`src/rtl/acc_phase_sequencer.sv`:
```
// acc_phase_sequencer
// Sequences the accelerator's load / run / send phases from one command word.
// Each selected phase gets a one-cycle request pulse, followed by a wait for
// its synchronized done pulse. Every wait is guarded by a timeout counter.
// An abort input ends the active command early.
`timescale 1ns/1ps

module acc_phase_sequencer #(
  parameter int unsigned          TIMEOUT_W = 24,
  parameter logic [TIMEOUT_W-1:0] TIMEOUT   = TIMEOUT_W'(24'hFF_FFFF),
  parameter int unsigned          CNT_W     = 32
) (
  input  logic             wb_clk_i,
  input  logic             wb_rst_i,
  input  logic             cmd_valid,
  output logic             cmd_ready,
  input  logic [2:0]       cmd_ops,
  input  logic             abort,
  output logic             acc_load_kdtree,
  input  logic             acc_load_done,
  output logic             acc_fsm_start,
  input  logic             acc_fsm_done,
  output logic             acc_send_best_arr,
  input  logic             acc_send_done,
  output logic             busy,
  output logic             done,
  output logic [1:0]       err_code,
  output logic [1:0]       err_phase,
  output logic [CNT_W-1:0] run_cycles
);

  typedef enum logic [2:0] {
    S_IDLE,
    S_LOAD_REQ,
    S_LOAD_WAIT,
    S_RUN_REQ,
    S_RUN_WAIT,
    S_SEND_REQ,
    S_SEND_WAIT,
    S_DONE
  } state_e;

  typedef enum logic [1:0] {
    ERR_OK      = 2'd0,
    ERR_TIMEOUT = 2'd1,
    ERR_ABORT   = 2'd2
  } err_e;

  typedef enum logic [1:0] {
    PH_NONE = 2'd0,
    PH_LOAD = 2'd1,
    PH_RUN  = 2'd2,
    PH_SEND = 2'd3
  } phase_e;

  localparam logic [TIMEOUT_W-1:0] TMO_LAST = TIMEOUT - TIMEOUT_W'(1);

  state_e           state_q, state_d;
  logic [2:0]       ops_q, ops_d;
  logic [TIMEOUT_W-1:0] tmo_q, tmo_d;
  err_e             err_code_q, err_code_d;
  phase_e           err_phase_q, err_phase_d;
  logic [CNT_W-1:0] run_cycles_q, run_cycles_d;

  phase_e           phase_cur;
  logic             tmo_hit;
  state_e           first_req;
  state_e           after_load;
  state_e           after_run;

  // Phase owning the current state; REQ states count as their own phase.
  always_comb begin
    phase_cur = PH_NONE;
    case (state_q)
      S_LOAD_REQ, S_LOAD_WAIT: phase_cur = PH_LOAD;
      S_RUN_REQ,  S_RUN_WAIT:  phase_cur = PH_RUN;
      S_SEND_REQ, S_SEND_WAIT: phase_cur = PH_SEND;
      default:                 phase_cur = PH_NONE;
    endcase
  end

  // Successor selection: lowest remaining op bit, or DONE when none remain.
  always_comb begin
    if (cmd_ops[0])      first_req = S_LOAD_REQ;
    else if (cmd_ops[1]) first_req = S_RUN_REQ;
    else if (cmd_ops[2]) first_req = S_SEND_REQ;
    else                 first_req = S_DONE;

    if (ops_q[1])        after_load = S_RUN_REQ;
    else if (ops_q[2])   after_load = S_SEND_REQ;
    else                 after_load = S_DONE;

    if (ops_q[2])        after_run = S_SEND_REQ;
    else                 after_run = S_DONE;
  end

  // Last permitted wait cycle reached; a zero TIMEOUT never expires.
  always_comb begin
    tmo_hit = (TIMEOUT != '0) && (tmo_q == TMO_LAST);
  end

  // State register.
  always_ff @(posedge wb_clk_i) begin
    if (wb_rst_i) begin
      state_q <= S_IDLE;
    end else begin
      state_q <= state_d;
    end
  end

  // Next-state logic, with the error status that each exit records.
  // A done pulse is checked before the timeout, so both in one cycle complete
  // normally. The abort override comes last, so it wins over both.
  always_comb begin
    state_d     = state_q;
    ops_d       = ops_q;
    err_code_d  = err_code_q;
    err_phase_d = err_phase_q;

    case (state_q)
      S_IDLE: begin
        if (cmd_valid) begin
          ops_d       = cmd_ops;
          err_code_d  = ERR_OK;
          err_phase_d = PH_NONE;
          state_d     = first_req;
        end
      end
      S_LOAD_REQ:  state_d = S_LOAD_WAIT;
      S_LOAD_WAIT: begin
        if (acc_load_done) begin
          state_d = after_load;
        end else if (tmo_hit) begin
          state_d     = S_DONE;
          err_code_d  = ERR_TIMEOUT;
          err_phase_d = PH_LOAD;
        end
      end
      S_RUN_REQ:   state_d = S_RUN_WAIT;
      S_RUN_WAIT: begin
        if (acc_fsm_done) begin
          state_d = after_run;
        end else if (tmo_hit) begin
          state_d     = S_DONE;
          err_code_d  = ERR_TIMEOUT;
          err_phase_d = PH_RUN;
        end
      end
      S_SEND_REQ:  state_d = S_SEND_WAIT;
      S_SEND_WAIT: begin
        if (acc_send_done) begin
          state_d = S_DONE;
        end else if (tmo_hit) begin
          state_d     = S_DONE;
          err_code_d  = ERR_TIMEOUT;
          err_phase_d = PH_SEND;
        end
      end
      S_DONE:      state_d = S_IDLE;
      default:     state_d = S_IDLE;
    endcase

    if (abort && (state_q != S_IDLE) && (state_q != S_DONE)) begin
      state_d     = S_DONE;
      err_code_d  = ERR_ABORT;
      err_phase_d = phase_cur;
    end
  end

  // Counter next values: timeout restarts in each REQ cycle so that the
  // following WAIT begins at zero; run_cycles saturates instead of wrapping.
  always_comb begin
    tmo_d        = tmo_q;
    run_cycles_d = run_cycles_q;

    case (state_q)
      S_IDLE: begin
        if (cmd_valid) run_cycles_d = '0;
      end
      S_LOAD_REQ, S_RUN_REQ, S_SEND_REQ: begin
        tmo_d = '0;
      end
      S_LOAD_WAIT, S_SEND_WAIT: begin
        tmo_d = tmo_q + TIMEOUT_W'(1);
      end
      S_RUN_WAIT: begin
        tmo_d = tmo_q + TIMEOUT_W'(1);
        if (run_cycles_q != '1) run_cycles_d = run_cycles_q + CNT_W'(1);
      end
      default: begin
        tmo_d = tmo_q;
      end
    endcase
  end

  // Datapath registers: latched ops, timeout counter and result status.
  always_ff @(posedge wb_clk_i) begin
    if (wb_rst_i) begin
      ops_q        <= '0;
      tmo_q        <= '0;
      err_code_q   <= ERR_OK;
      err_phase_q  <= PH_NONE;
      run_cycles_q <= '0;
    end else begin
      ops_q        <= ops_d;
      tmo_q        <= tmo_d;
      err_code_q   <= err_code_d;
      err_phase_q  <= err_phase_d;
      run_cycles_q <= run_cycles_d;
    end
  end

  // Outputs decoded from the registered state only, so no input reaches an
  // output combinationally and the request pulses are mutually exclusive.
  always_comb begin
    cmd_ready         = (state_q == S_IDLE);
    busy              = (state_q != S_IDLE);
    done              = (state_q == S_DONE);
    acc_load_kdtree   = (state_q == S_LOAD_REQ);
    acc_fsm_start     = (state_q == S_RUN_REQ);
    acc_send_best_arr = (state_q == S_SEND_REQ);
    err_code          = err_code_q;
    err_phase         = err_phase_q;
    run_cycles        = run_cycles_q;
  end

endmodule

```
`config.mk`:
```
export PLATFORM = sky130hd
export DESIGN_NAME = acc_phase_sequencer
export DESIGN_NICKNAME = d
export VERILOG_FILES = /design/src/rtl/acc_phase_sequencer.sv
export SDC_FILE = /design/constraint.sdc
export NUM_CORES = 1
export LEC_CHECK = 0
export ABC_AREA = 1
export CAP_MARGIN = 20
export CORE_MARGIN = 5
export CORE_UTILIZATION = 39
export CTS_CLUSTER_SIZE = 14
export DETAILED_ROUTE_END_ITERATION = 7
export SLEW_MARGIN = 40
export SYNTH_ARGS = -nofsm -noshare
export SYNTH_HDL_FRONTEND = slang
export SYNTH_SLANG_ARGS = --single-unit
```
`constraint.sdc`:
```
create_clock -name wb_clk_i -period 3.3 [get_ports wb_clk_i]
set_clock_uncertainty 0.2 [all_clocks]
set_input_delay 0.33 -clock wb_clk_i [delete_from_list [all_inputs] [get_ports wb_clk_i]]
set_output_delay 0.33 -clock wb_clk_i [all_outputs]
set_load 0.005 [all_outputs]
```
# Word-level counts from Yosys, hierarchy flattened

Index checks and enable logic that the tools add are counted.
W data, S select, Z words.

Flip-flop bits (word level): 66
Output and inout bits: 42
Logic and storage cells: 82

Add/subtract/negate cells: 2
Equal/unequal tests: 22
Muxes and demuxes: 32
Reductions and logical operators: 19

Operator list:

| kind                    | number |
|---|---|
| $mux W32                | 2 |
| $pmux W32 S2            | 1 |
| $pmux W24 S2            | 1 |
| $add A32 B1 Y32 const B | 1 |
| $ne A32 B32 Y1 const B  | 1 |
| $mux W2                 | 15 |
| $mux W3                 | 9 |
| $add A24 B1 Y24 const B | 1 |
| $eq A24 B24 Y1 const B  | 1 |
| $pmux W3 S8             | 1 |
| $ne A3 B3 Y1 const B    | 7 |
| $pmux W2 S4             | 2 |
| $eq A3 B3 Y1 const B    | 4 |
| $ne A2 B2 Y1 const B    | 5 |
| $reduce_and A5 Y1       | 2 |
| $reduce_and A8 Y1       | 1 |
| $reduce_or A2 Y1        | 4 |
| $eq A3 B2 Y1 const B    | 2 |
| $pmux W2 S3             | 1 |
| $reduce_or A3 Y1        | 2 |
| $reduce_bool A5 Y1      | 1 |
| $reduce_bool A2 Y1      | 2 |
| $reduce_bool A4 Y1      | 1 |
| $eq A3 B1 Y1 const B    | 1 |
| 6 further kinds         | 7 |

# Longest topological paths before layout

Gate-level depths: netlist of run 1.

Depth in word-level cells: 6
Depth in mapped cells: 12

# Worst setup path before layout of run 1

No wires, ideal clock.

Path type: register -> register
Start: register run_cycles_q[0], in the netlist run_cycles[0]
End: register run_cycles_q[15], in the netlist run_cycles[15]
Library setup time: 0.132 ns
Arrival time: 1.585 ns
Data required time: 2.968 ns
Setup slack: 1.383 ns
Stages on the path, launching flop included: 12
Path buffers: 1
Period minus slack after synthesis: 1.917 ns
Cell sequence: dfxtp_1 ha_1 nand3_2 nor2_2 nand3_1 nor2_1 nand2_1 nand2_1 nand2_2 buf_4 nand2_1 a21oi_1

Word-level cells in the longest chain between the ends: 3
Elaborated cells between the ends (all ways): 6
Those cells by class: add/sub (1); eq/ne (2); mux (2); reduce/logical (1)

RTL lines:

| element                                           | RTL line | source |
|---|---|---|
| start: declaration                                | 63       | `logic [CNT_W-1:0] run_cycles_q, run_cycles_d;` |
| start signal: assignment                          | 209      | `run_cycles_q <= run_cycles_d;` |
| $add A32 B1 Y32 or $ne A32 B32 Y1 (tied branches) | 188      | `if (run_cycles_q != '1) run_cycles_d = run_cycles_q + CNT_W'(1);` |
| $mux W32 or $ne A2 B2 Y1 (tied branches)          | --       |  |
| $pmux W32 S2 or $reduce_and A3 Y1 (tied branches) | --       |  |

Several ways; a longest one is shown, not always the timed one. The select of a mux whose other input is x is not followed.
A chain may end at the register's enable or synchronous reset.

# Final worst setup path of run 1

Start: register state_q[0]
End: register run_cycles_q[0], in the netlist run_cycles[0]

Word-level cells in the longest chain between the ends: 3
Elaborated cells between the ends (all ways): 7
Those cells by class: eq/ne (3); mux (1); reduce/logical (3)

RTL lines:

| element                                                      | RTL line | source |
|---|---|---|
| start: declaration                                           | 58       | `state_e state_q, state_d;` |
| start signal: assignment                                     | 107      | `state_q <= state_d;` |
| $eq A3 B3 Y1 or $logic_not A3 Y1 (tied branches)             | 176      | `case (state_q)` |
| $ne A2 B2 Y1 (no line) or $reduce_bool A2 Y1 (tied branches) | --       |  |
| $reduce_and A3 Y1 (no line)                                  | --       |  |

Several ways; a longest one is shown, not always the timed one.

==> results.toml, run 1 <==
[status]
status = "finished, final reports clean"

[logic_synthesis]
synth_edf_count = 0
yosys.area.top_type = "dfxtp_1"
synth_cell_types = 35
async_flop_share = 0
postSynthAreaPerCell_um2 = 6.00
syn_area_um2 = 4090
synth_cells = 682
synth_seq_cells = 65
synthesis.nets = 695
yosys_warnings = 0
synth_top_area_share = 0.318
synth-main-ff-cell = "dfxtp_1"
yosysSeqAreaShare = 0.318
ys_top_cells_by_area = "dfxtp_1, nand2_1, nor2_1, a21oi_1, inv_1"

[finish]
drive_above_1_share = 0.0516
fillCellCount = 1099
final_nets = 745
antenna_cells = 0
mostFrequentLayoutCell = "nand2_1"
final_cells = 872
final_cell_area_um2 = 4910
mostFrequentLayoutCells = "nand2_1, nor2_1, inv_1"
area_growth_pct = 20.0

[worst_setup_path]
slowest_delay_ns = 0.48
cp-end-kind = "flop"
critPathMaxFanout = 30
critPathKind = "reg -> reg"
critPathBufInv = 1
path_depth = 7
crit_required_ns = 3.33
slowest_stage = "dfxtp_1"
arrival_ns = 2.48
crit_path_frequent_cell = "nand3_2"
cp-start-kind = "flop"
r2r_cells = 7
crit_family = "simple AND/OR/NAND/NOR gates"
cp_cell_sequence = "nor2_4, nand2_2, inv_2, nand3_2, nand3_2, a21oi_1, nor2_1"

[die]
die_area_um2 = 12600
coreArea_um2 = 10300
rows = 37
io_pins = 52
die_h_um = 112
die_w_um = 112
start_util = 0.398

[clocking]
clock_sinks = 65
htree_num_levels = 3
cts_buffers = 9
cts_tree = "yes"
cts.reportedPaths.clkPinSlew_ns = 0.07
cts_buffer_depth = 2
cts_resized = 0
holdBufCountCts = 0
post_cts.repair.setup_buffers = 0
clock_latency_ns = 0.34
cts-root-buf = "clkbuf_8"

[run]
max_cap_viol_count = 0

[worst_hold_path]
timing.hold.worst_path_depth = 2
min_path_type = "reg -> reg"

[routing]
via_per_inst = 4.93
wl_per_cell_um = 13.1
drc = 0
routed_wl_um = 11400
drt_iter0_drc = 288
ant_nets = 0
drtPass1Iterations = 5
num_vias = 4302

[global_route]
grt_pass1_vias = 4118
grt_pass1_wl_um = 19800
track_usage = 0.188
antenna_found_initial = 0
grt_overflow_total = 0
grt_max_degree = 38

[pwr]
p_leak_uw = 0.00173
ir_worst_vdd_mv = 0.284
powerDensity_nw_per_um2 = 515

[sta]
fmax_ghz = 0.409
tightest_slew_ns = 0.615
worst_slack_ns = 0.855
rsz0062_at_grt = "no"
fin_crit_sh = 0.741
setup_violations = 0
fin_crit_ns = 2.45
holdWs_ns = 0.270
finalSetupTns_ns = 0
drv_slew = 0
relSlewSlack = 0.589
hold_violations = 0

[place]
routabilityCongestion = 0.931
place_hpwl_um = 8640
dp.cells = 857
dp_slack_ns = 0.865
placed_cell_area_um2 = 4700
io_buffers = 51
## routing by layer
layer | global-route usage | part of all wire | vias up
met5 | 0 | 0 | -
met4 | 0.0473 | 0.013 | 0
met3 | 0.0447 | 0.060 | 9
met2 | 0.286 | 0.43 | 106
met1 | 0.269 | 0.50 | 1914
li1 | - | - | 2273
## synthesized netlist by cell type, types with 5 or more instances
cell type	n
or2_2	5
nand2_1	212
nor2_1	113
nor3_1	16
o21ai_0	17
nand3b_1	5
inv_1	73
buf_4	6
nand4_1	10
clkbuf_1	6
nand3_1	53
a21oi_1	56
dfxtp_1	65
## flip-flops by register name, summed over array words and instances, names as in the netlist
name and count:
ops_q 2, err_phase 2, run_cycles 32, tmo_q 24, err_code 2, state_q 3
## final cells by class
cell class	instances	area (um^2)	share of cell area
multi-input combinational	529	2430	0.495
tap	136	170	0.0346
clock buffer	12	145	0.0296
inverter	75	282	0.0573
clock inverter	3	65.1	0.0132
sequential	65	1300	0.265
timing repair buffer	52	518	0.105
## report_power, final
group | switching [uW] | internal (uW)
logic | 585 | 273
registers | 76.5 | 843
clock network | 311 | 442
## worst reg2reg max path: cells and delay by family (launching register included)
family          cells  cell delay [ns]
compound gates      1             0.32
buf+inv             1             0.23
flops               1             0.48
simple gates        5             1.11
## stage by stage
stage,util,total power [uW]
4_1_cts,0.478,2550
2_1_floorplan,-,1570
6_report,0.478,2530
3_5_place_dp,0.457,1790
5_1_grt,0.478,2710
3_3_place_gp,0.457,1780
## cells by family after synthesis
family          synth area share
simple gates               0.457
buf+inv                   0.0881
compound gates             0.113
flops                      0.318
xor+xnor                  0.0150
fa+ha+maj                0.00918
## path summary, 6_finish.rpt
path | startpoint | endpoint | slack (ns)
worst min-delay path | err_code[0]$_SDFFE_PP0P_ | err_code[0]$_SDFFE_PP0P_ | 0.27
worst max-delay path | state_q[0]$_SDFFE_PP0N_ | run_cycles[0]$_SDFFE_PP0P_ | 0.85
worst max register to register | state_q[0]$_SDFFE_PP0N_ | run_cycles[0]$_SDFFE_PP0P_ | 0.85
worst min register to register | err_code[0]$_SDFFE_PP0P_ | err_code[0]$_SDFFE_PP0P_ | 0.27
Note: power is estimated with default switching activity, not from simulation.
==> run 2: changes to the inputs <==
==> constraint.sdc (replaced) <==
create_clock -name wb_clk_i -period 2.2 [get_ports wb_clk_i]
set_clock_uncertainty 0.2 [all_clocks]
set_input_delay 0.22 -clock wb_clk_i [delete_from_list [all_inputs] [get_ports wb_clk_i]]
set_output_delay 0.22 -clock wb_clk_i [all_outputs]
set_load 0.005 [all_outputs]
==> run 2 against run 1 <==
Critical path depth decreased by 3. Clock power increased by 25%. Global-route usage up 0.44 points. First-iteration DRC count down 13%. Worst hold slack better by 0.0011 ns. Setup slack got worse by 0.73 ns. Combinational power rose by 77%. Utilization rose by 2.0 points. Register-to-register slack lost 0.68 ns.
==> results.toml, run 2 (synthesized netlist as in run 1, its figures left out) <==
[clocking]
clock_latency_ns = 0.35
cts_tree = "yes"
htree_num_levels = 3
clock_sinks = 65
cts_buffer_depth = 2
cts.reportedPaths.clkPinSlew_ns = 0.07
cts-root-buf = "clkbuf_8"
cts_buffers = 9

[global_route]
grt_max_degree = 31
grt_overflow_total = 0
grt_pass1_wl_um = 20100
track_usage = 0.193
grtUsageMet1 = 0.280
use_met2 = 0.294
grt_pass1_vias = 4138
grt_use_met3 = 0.0318
antenna_found_initial = 0
top_usage_layer = "met2"

[die]
rows = 37
die_w_um = 112
die_area_um2 = 12600
start_util = 0.398
io_pins = 52
die_h_um = 112
coreArea_um2 = 10300

[sta]
holdWs_ns = 0.271
fmax_ghz = 0.482
tightest_slew_ns = 0.318
fin_crit_sh = 0.944
relSlewSlack = 0.787
hold_violations = 0
fin_crit_ns = 2.08
rsz0062_at_grt = "no"
drv_slew = 0
finalSetupTns_ns = 0
setup_violations = 0

[routing]
num_vias = 4533
ant_nets = 0
drc = 0
via_per_inst = 5.02
drtPass1Iterations = 5
wl_per_cell_um = 13.3
routed_wl_um = 12000
drt_iter0_drc = 252

[finish]
area_growth_pct = 25.1
antenna_cells = 0
fillCellCount = 1075
drive_above_1_share = 0.0952
multi_input_area_um2 = 2430
largest_reg_flops = 32
final_nets = 775
layout.area.seq_um2 = 1300
mostFrequentLayoutCell = "nand2_1"
mostFrequentLayoutCells = "nand2_1, nor2_1, inv_1"

[worst_setup_path]
crit_required_ns = 1.78
r2r_start = "run_cycles[1]$_SDFFE_PP0P_"
cp-start-kind = "flop"
critPathMaxFanout = 9
cp-end-kind = "output port"
critPathKind = "reg -> out"
arrival_ns = 1.66
critPathLaunch = "state_q[2]$_SDFFE_PP0N_"

[place]
io_buffers = 51
place_hpwl_um = 9350
routabilityCongestion = 0.946

[status]
status = "finished, final reports clean"

[worst_hold_path]
hold_start = "err_phase[0]$_SDFFE_PP0P_"
min_path_type = "reg -> reg"

[pwr]
ir_worst_vdd_mv = 0.454
p_leak_uw = 0.00188
powerDensity_nw_per_um2 = 751

[run]
max_cap_viol_count = 0
[run 2: changes by cell type in the layout (fill, tap and decap cells not counted), sizes merged]
cell and delta:
clkinv +4, buf +30, bufinv -2, inv +1
clkbuf -2
[run 2: path summary, 6_finish.rpt]
| path | to | slack (ns) | cells after the start |
|---|---|---|---|
| setup / recovery | acc_send_best_arr | 0.12 | 4 |
| hold reg to reg | err_phase[0]$_SDFFE_PP0P_ | 0.27 | 2 |
| hold / removal | err_phase[0]$_SDFFE_PP0P_ | 0.27 | 2 |
| setup reg to reg | run_cycles[27]$_SDFFE_PP0P_ | 0.17 | 10 |
[run 2: per-stage QoR]
stage               worst slack (ns)  cell area, um^2   util  instances  power, uW
floorplan                      0.283             4090      -        682       2360
global placement               0.152             4930  0.480        886       2890
detailed placement             0.103             4930  0.480        886       2890
CTS                           0.0135             5110  0.497        902       3840
global route                  0.0114             5120  0.498        903       4090
finish                         0.124             5120  0.498        903       3840
[run 2: metal layers]
layer	up-vias	wire [um]
li1	2345	-
met1	2042	5950
met2	136	5240
met3	10	724
met4	0	110
met5	-	0
[run 2: final cells by class]
cell class | count | area share
tap | 136 | 0.0332
timing repair buffer | 82 | 0.148
clock inverter | 6 | 0.00806
inverter | 75 | 0.0550
clock buffer | 10 | 0.0269
multi-input combinational | 529 | 0.475
sequential | 65 | 0.255
[run 2: repair_timing]
item,4_1_cts,5_1_grt
pin swaps,0,1
endpoints found under the setup margin,1,5
setup buffers,0,1
resized for setup,1,2
hold buffers,0,0
[run 2: worst max-delay path, cell delays in order, from the launching register on]
cell and delay, ns:
dfxtp_2 0.42, inv_1 0.11, buf_4 0.17, nor2_1 0.11
clkdlybuf4s50_1 0.51
[run 2: power by group]
| part | internal (uW) | switching (uW) | leakage [uW] | total (uW) |
|---|---|---|---|---|
| clock | 442 | 500 | 0.0000964 | 942 |
| sequential | 1270 | 112 | 0.000526 | 1380 |
| combinational | 571 | 949 | 0.00125 | 1520 |
==> run 3: changes to the inputs <==
--- a/config.mk
+++ b/config.mk
@@ -7,10 +7,14 @@
 export LEC_CHECK = 0
 export ABC_AREA = 1
 export CAP_MARGIN = 20
+export CELL_PAD_IN_SITES_DETAIL_PLACEMENT = 2
+export CELL_PAD_IN_SITES_GLOBAL_PLACEMENT = 2
 export CORE_MARGIN = 5
-export CORE_UTILIZATION = 39
+export CORE_UTILIZATION = 26
 export CTS_CLUSTER_SIZE = 14
 export DETAILED_ROUTE_END_ITERATION = 7
+export HOLD_SLACK_MARGIN = 0.05
+export PLACE_DENSITY_LB_ADDON = 0.1
 export SLEW_MARGIN = 40
 export SYNTH_ARGS = -nofsm -noshare
 export SYNTH_HDL_FRONTEND = slang
==> run 3 against run 2 <==
Global-route usage is 0.16 points higher. Setup slack better by 0.022 ns. Clock power is 71% higher. Cell count is 10% higher. Critical path depth is 6 higher. First-iteration DRC count is 12% lower. Maximum frequency is 1.1% higher. Die area is 45% higher. Routed wire length is 47% higher. Critical path type is now reg -> reg. Highest routed layer unchanged.
==> results.toml, run 3 (synthesized netlist as in run 1, its figures left out) <==
[sta]
fin_crit_ns = 2.05
setup_violations = 0
tightest_slew_ns = 0.394
fin_crit_sh = 0.934
hold_violations = 0
drv_slew = 0
holdWs_ns = 0.265
fmax_ghz = 0.487
relSlewSlack = 0.737
worst_slack_ns = 0.146

[finish]
largest_reg_flops = 32
mostFrequentLayoutCell = "nand2_1"
final_cells = 993
mostFrequentLayoutCells = "nand2_1, nor2_1, inv_1"
antenna_cells = 0
drive_above_1_share = 0.119
fin_util = 0.360
area_growth_pct = 34.9
final_cell_area_um2 = 5520
final_nets = 790

[global_route]
track_usage = 0.194
grt_use_met3 = 0.0230
antenna_found_initial = 0
grt_pass1_vias = 5197
top_usage_layer = "met2"
grt_pass1_wl_um = 27900
use_met2 = 0.322
grt_max_degree = 31
grt_overflow_total = 0
grtUsageMet1 = 0.266

[die]
io_pins = 52
rows = 45
start_util = 0.267
die_w_um = 135
die_h_um = 135
die_area_um2 = 18300
coreArea_um2 = 15300

[worst_hold_path]
timing.hold.worst_path_depth = 2
hold_end = "err_code[1]$_SDFFE_PP0P_"
hold_start = "err_code[1]$_SDFFE_PP0P_"
min_path_type = "reg -> reg"

[clocking]
cts.reportedPaths.clkPinSlew_ns = 0.06
clock_latency_ns = 0.35
cts_buffer_depth = 2
holdBufCountCts = 0
htree_num_levels = 3
cts_tree = "yes"
cts_buffers = 9
clock_sinks = 65
cts-root-buf = "clkbuf_16"

[worst_setup_path]
cp-end-kind = "flop"
r2r_slack_ns = 0.15
r2r_cells = 10
crit_required_ns = 2.26
critPathMaxFanout = 15
r2r_start = "run_cycles[0]$_SDFFE_PP0P_"
cp-start-kind = "flop"
timing.rr.end = "run_cycles[9]$_SDFFE_PP0P_"
arrival_ns = 2.12
critPathKind = "reg -> reg"

[run]
max_cap_viol_count = 0

[routing]
num_vias = 4860
via_per_inst = 4.89
ant_nets = 0
drtPass1Iterations = 4
routed_wl_um = 17700
drc = 0
drt_iter0_drc = 222
wl_per_cell_um = 17.8

[pwr]
ir_worst_vdd_mv = 0.475
p_leak_uw = 0.00203
powerDensity_nw_per_um2 = 867

[status]
status = "finished, final reports clean"

[place]
routabilityCongestion = 0.815
placed_cell_area_um2 = 5120
place_hpwl_um = 13400
dp.cells = 974
io_buffers = 51
dp_slack_ns = -0.00506
## run 3: layout make-up
class                   instances  area, um^2
clock inverters                 1        30.0
clock buffers                  15         298
inverters                      75         285
repair buffers                 96         878
fillers                      1927        9790
flip-flops and latches         65        1310
well taps                     211         264
multi-input cells             530        2460
## run 3: where the power goes
group / internal (uW) / leakage [uW] / switching, uW
combinational: 642 / 0.00134 / 1160
clock: 1030 / 0.000162 / 576
sequential: 1270 / 0.000527 / 105
## run 3: how the worst max path moves through the flow
| stage | start | end | slack, ns | depth (start not counted) |
|---|---|---|---|---|
| floorplan | run_cycles[0]$_SDFFE_PP0P_ | run_cycles[15]$_SDFFE_PP0P_ | 0.28 | 11 |
| global placement | run_cycles[6]$_SDFFE_PP0P_ | run_cycles[1]$_SDFFE_PP0P_ | 0.02 | 9 |
| detailed placement | run_cycles[6]$_SDFFE_PP0P_ | run_cycles[0]$_SDFFE_PP0P_ | -0.005 | 9 |
| CTS | state_q[0]$_SDFFE_PP0N_ | acc_send_best_arr | 0.02 | 3 |
| global route | run_cycles[0]$_SDFFE_PP0P_ | run_cycles[20]$_SDFFE_PP0P_ | -0.005 | 10 |
| finish | run_cycles[0]$_SDFFE_PP0P_ | run_cycles[9]$_SDFFE_PP0P_ | 0.15 | 10 |
## run 3: critical path: stages (launching register included)
cell	delay, ns
dfxtp_2	0.36
ha_1	0.21
nand3_2	0.13
inv_2	0.12
nand2_1	0.13
nor2_4	0.16
nand3_2	0.13
nand3_4	0.12
buf_12	0.17
nand2_1	0.07
a21oi_1	0.17
## run 3: metal layers
layer | vias up | wire [um]
met5 | - | 0
met4 | 0 | 194
met3 | 11 | 481
met2 | 69 | 8220
met1 | 2406 | 8820
li1 | 2374 | -
## run 3: timing repair
item	in CTS	in global routing
resized for setup	1	10
cloned	0	2
setup buffers	1	0
pin swaps	1	1
setup endpoints to repair	5	40
## run 3: through the flow
stage / TNS [ns] / power (uW)
after detailed placement: -0.00506 / 3030
after CTS: 0 / 4700
after global placement: 0 / 2990
final: 0 / 4790
after global routing: -0.00485 / 5060
after floorplan: 0 / 2360
==> edit 1: new RTL, settings of run 2 <==
The parameter `TIMEOUT_W` goes from 24 to 16.
--- a/src/rtl/acc_phase_sequencer.sv
+++ b/src/rtl/acc_phase_sequencer.sv
@@ -8,3 +8,3 @@
 module acc_phase_sequencer #(
-  parameter int unsigned          TIMEOUT_W = 24,
+  parameter int unsigned          TIMEOUT_W = 16,
   parameter logic [TIMEOUT_W-1:0] TIMEOUT   = TIMEOUT_W'(24'hFF_FFFF),
Formal check against the unedited RTL: no difference found for any inputs over 10 cycles, from zero or initial values and one cycle with wb_rst_i high; that may be too few to reach the edited logic, so the function may still have changed.
==> edit 1 against run 2 <==
- highest routed layer unchanged
- non-clock buffer count rose by 1
- sequential cell count down 8
- area after synthesis down 13%
- setup slack gained 0.023 ns
- final area shrank 12%
- wire length fell by 11%
- maximum frequency is 1.1% higher
- total power is 5.5% lower
- global-route usage rose by 0.90 points
- via count down 14%
==> edit 1: results (changes against run 2) <==
metric	value	unit	change
grt_usage	20.2	%	+0.90 points
antenna_cells	0		unchanged
num_vias	3919		-14%
critPathMaxFanout	9		unchanged
fin_nets	683		-12%
synth_warnings	0		unchanged
cts.path.max_buffers	2		unchanged
place_inst	767		-13%
synth_xor_area_share	1.48	%	-0.016 points
place_congestion	0.917		-3.1%
wl	10800	µm	-11%
grt_pass1_wl	18400	µm	-8.7%
yosysSeqAreaShare	32.2	%	+0.39 points
routed.top_layer	met4		
met3_length	654	µm	-9.7%
synth.area.mux_share	0	%	unchanged
grt_max_degree	20		-35%
synthesis.nets	602		-13%
yosys-top-cells-count	164 x nand2_1, 115 x nor2_1, 57 x dfxtp_1, 57 x inv_1, 55 x nand3_1		
status	finished, final reports clean		
fillCellCount	912		-15%
p_leak	1.72	nW	-8.3%
crit_slowest_cell	clkdlybuf4s50_1		
cts-resized-gates	0		-1
cts_root_buffer	clkbuf_8		
largest_reg_flops	32		unchanged
clk_latency	0.34	ns	
drt-initial-drc-count	185		-27%
avgSynthCellArea	6.02	µm²	+0.32%
ys.flop_type	dfxtp_1		
synth_fa_ha_area_share	1.06	%	+0.14 points
grt_pass1_vias	3832		-7.4%
port_buffers	51		unchanged
cts_max_level	3		unchanged
cts_buffers	9		unchanged
post_cts_buffers	0		unchanged
instances_no_fill	781		-14%
drive_gt1_share	11.6	%	+2.1 points
path_clk_slew	0.06	ns	
synth_compound_area_share	12.0	%	+0.75 points
critical-path-max-stage-delay	0.50	ns	
wl_met2	4830	µm	-7.9%
firstDrtPassIters	5		unchanged
dp.final_hpwl	8250	µm	-12%
worstMarginPinSlew	0.528	ns	+0.210 ns
hold_path_class	flip-flop to flip-flop		
yosys.cell_types.count	37		+5.7%
wl_met1	4950	µm	-17%
synthTopCellsByArea	dfxtp_1 32%, nand2_1 17%, nor2_1 12%		
async_flop_share	0	%	unchanged
vdd_drop_max	0.691	mV	+52%
antenna_found_initial	0		unchanged
-- edit 1: final timing paths --
check | slack, ns | depth (start not counted) | end | start
worst max-delay path | 0.15 | 3 | done | state_q[0]
worst min-delay path | 0.26 | 2 | ops_q[1] | ops_q[1]
worst min register to register | 0.26 | 2 | ops_q[1] | ops_q[1]
worst max register to register | 0.23 | 11 | run_cycles[18] | state_q[2]
-- edit 1: per-layer routing --
metal,GRT usage (%),vias to the layer above
li1,-,2043
met1,25.9,1727
met2,32.6,124
met3,4.03,25
met4,9.18,0
met5,0,-
-- edit 1: stage by stage --
stage                     worst slack, ns  total power, mW  instance area (µm²)  hold WS (ns)
after global placement              0.261             2.83                 4360         0.255
final                               0.147             3.63                 4510         0.256
after detailed placement            0.281             2.82                 4360         0.253
after CTS                           0.133             3.65                 4510         0.262
after floorplan                     0.265             2.25                 3540         0.212
after global routing               0.0306             3.90                 4510         0.284
-- edit 1: critical path, delay by kind of cell (launching register included) --
kind	cells	cell delay (ns)
and+or+nand+nor	1	0.22
buffers and inverters	2	0.60
DFF	1	0.48
-- edit 1: report_power, final --
group | switching (mW) | internal, mW
clock network | 0.424 | 0.390
registers | 0.0950 | 1.13
logic | 1.03 | 0.568
-- edit 1: cell type report --
type | count | area share, %
multi-input cells | 455 | 46.4
repair buffers | 83 | 16.6
flip-flops and latches | 57 | 25.3
clock buffers | 10 | 2.83
inverters | 64 | 5.32
clock inverters | 4 | 0.499
well taps | 108 | 3.00
-- edit 1: cell families (layout without fill, tap and decap cells) --
group | count (synthesis) | after routing
simple gates | 375 | 375
buf+inv | 77 | 161
compound gates | 71 | 71
flops | 57 | 57
xor+xnor | 6 | 6
fa+ha+maj | 3 | 3
==> edit 2: new RTL, config.mk and constraints of run 2 <==
Made on the original files. Reset style: asynchronous (`wb_rst_i`), changed in 2 clocked blocks.
--- a/src/rtl/acc_phase_sequencer.sv
+++ b/src/rtl/acc_phase_sequencer.sv
@@ -102,3 +102,3 @@
   // State register.
-  always_ff @(posedge wb_clk_i) begin
+  always_ff @(posedge wb_clk_i or posedge wb_rst_i) begin
     if (wb_rst_i) begin
@@ -196,3 +196,3 @@
   // Datapath registers: latched ops, timeout counter and result status.
-  always_ff @(posedge wb_clk_i) begin
+  always_ff @(posedge wb_clk_i or posedge wb_rst_i) begin
     if (wb_rst_i) begin
Formal check against the unedited RTL: differs if wb_rst_i is asserted again (counterexample within 4 cycles, from zero or initial values and one cycle with wb_rst_i high); with wb_rst_i held inactive, the same outputs for 10 cycles.
==> edit 2 against run 2 <==
- wire length fell by 2.5%
- sequential cell count did not move
- global-route usage fell by 0.43 points
- highest routed layer unchanged
- synthesized cell count fell by 13%
- total power rose by 42%
- area after synthesis rose by 3.5%
- largest cell class unchanged
- critical path type unchanged
- final area rose by 5.3%
- setup slack got worse by 0.020 ns
==> edit 2: results (changes against run 2) <==
metric	value	unit	change
r2r-start	run_cycles[0]		
largest_reg_flops	32		unchanged
place_inst	800		-9.7%
synth_edf_count	0		unchanged
placed_area	5100	µm²	+3.5%
grt_pass1_vias	4183		+1.1%
yosys.cell_types.count	40		+14%
antenna_cells	0		unchanged
r2r_cells	11		+1
critPathArrivalTime	1.68	ns	+0.02 ns
fin_nets	692		-11%
yosysSeqAreaShare	38.4	%	+6.6 points
cts.path.max_buffers	2		unchanged
power_switching_share	40.3	%	-0.38 points
async_flop_share	100	%	+100 points
grt_max_degree	32		+3.2%
via_per_inst	5.05		+0.67%
pre_cts_slack	-0.0488	ns	-0.152 ns
grt_pass1_wl	19700	µm	-2.3%
cts_max_level	3		unchanged
wl	11700	µm	-2.5%
hold_ws	0.0159	ns	-0.255 ns
fillCellCount	1078		+0.28%
crit_slowest_cell	clkdlybuf4s50_1		
avgSynthCellArea	7.15	µm²	+19%
cts_buffers	9		unchanged
cts_root_buffer	clkbuf_8		
synth_warnings	0		unchanged
place_congestion	0.942		-0.44%
crit_family	buffers and inverters		
regToRegEndpoint	run_cycles[1]		
ys.flop_type	dfrtp_1		
p_leak	2.31	nW	+23%
vdd_drop_max	0.635	mV	+40%
synthesis.nets	610		-12%
yosys-top-cells-count	145 x nand2_1, 78 x inv_1, 72 x nor2_1, 65 x dfrtp_1, 45 x nand3_1		
port_buffers	51		unchanged
antenna_found_initial	0		unchanged
dp.final_hpwl	9080	µm	-2.9%
multi_input_comb_area	2240	µm²	-7.7%
hold_path_class	input port to async pin		
drive_gt1_share	14.6	%	+5.1 points
critical-path-max-stage-delay	0.50	ns	
path_clk_slew	0.08	ns	
instances_no_fill	819		-9.3%
critPathMaxFanout	3		-6
clk_latency	0.34	ns	
max-slew-margin-rel	67.0	%	-12 points
drt-initial-drc-count	198		-21%
synthTopCellsByArea	dfrtp_1 38%, nand2_1 13%, inv_1 6.9%		
status	finished, final reports clean		
firstDrtPassIters	5		unchanged
grt_usage	18.8	%	-0.43 points
r2r_setup_slack	0.14	ns	-0.03 ns
-- edit 2: logic make-up (layout without fill, tap and decap cells) --
| family | count (synthesis) | after routing | share of synthesized area (%) |
|---|---|---|---|
| flip-flops | 65 | 65 | 38.4 |
| AND/OR/NAND/NOR | 323 | 323 | 33.7 |
| AO/OA/AOI/OAI | 77 | 77 | 11.3 |
| buffers and inverters | 96 | 183 | 9.40 |
| adder cells (fa/ha/maj) | 8 | 8 | 2.36 |
| XOR/XNOR | 22 | 22 | 4.55 |
| multiplexers | 1 | 1 | 0.266 |
-- edit 2: layout make-up --
type,count,area share (%)
Sequential cell,65,30.2
Tap cell,140,3.25
Timing Repair Buffer,84,15.0
Multi-Input combinational cell,431,41.6
Clock buffer,12,3.06
Clock inverter,4,0.929
Inverter,83,6.01
-- edit 2: worst max path at each step --
stage	from	endpoint	slack, ns	depth (start not counted)
floorplan	wb_rst_i	err_code[0]	0.15	1
global placement	state_q[0]	run_cycles[4]	0.04	9
detailed placement	state_q[0]	run_cycles[17]	-0.05	9
CTS	state_q[0]	busy	0.006	6
global route	run_cycles[0]	run_cycles[10]	0.002	10
finish	state_q[1]	done	0.10	5
-- edit 2: power groups by stage --
stage                     clock, mW  combinational, mW  sequential, mW
final                          1.10               2.53            1.83
after detailed placement          0               2.46            1.84
after global placement            0               2.42            1.83
after floorplan                   0               1.37            1.79
after CTS                      1.14               2.48            1.83
after global routing           1.17               2.82            1.88
-- edit 2: repair_timing --
item	4_1_cts	5_1_grt
pin swaps	0	1
resized for setup	5	17
buffers inserted	1	2
hold buffers	0	0
setup endpoints to repair	20	35
-- edit 2: routing by layer --
layer	wire [µm]	up-vias	global-route usage, %
met5	0	-	0
met4	452	0	8.79
met3	477	44	3.54
met2	5810	110	33.2
met1	4980	1897	22.0
li1	-	2088	-
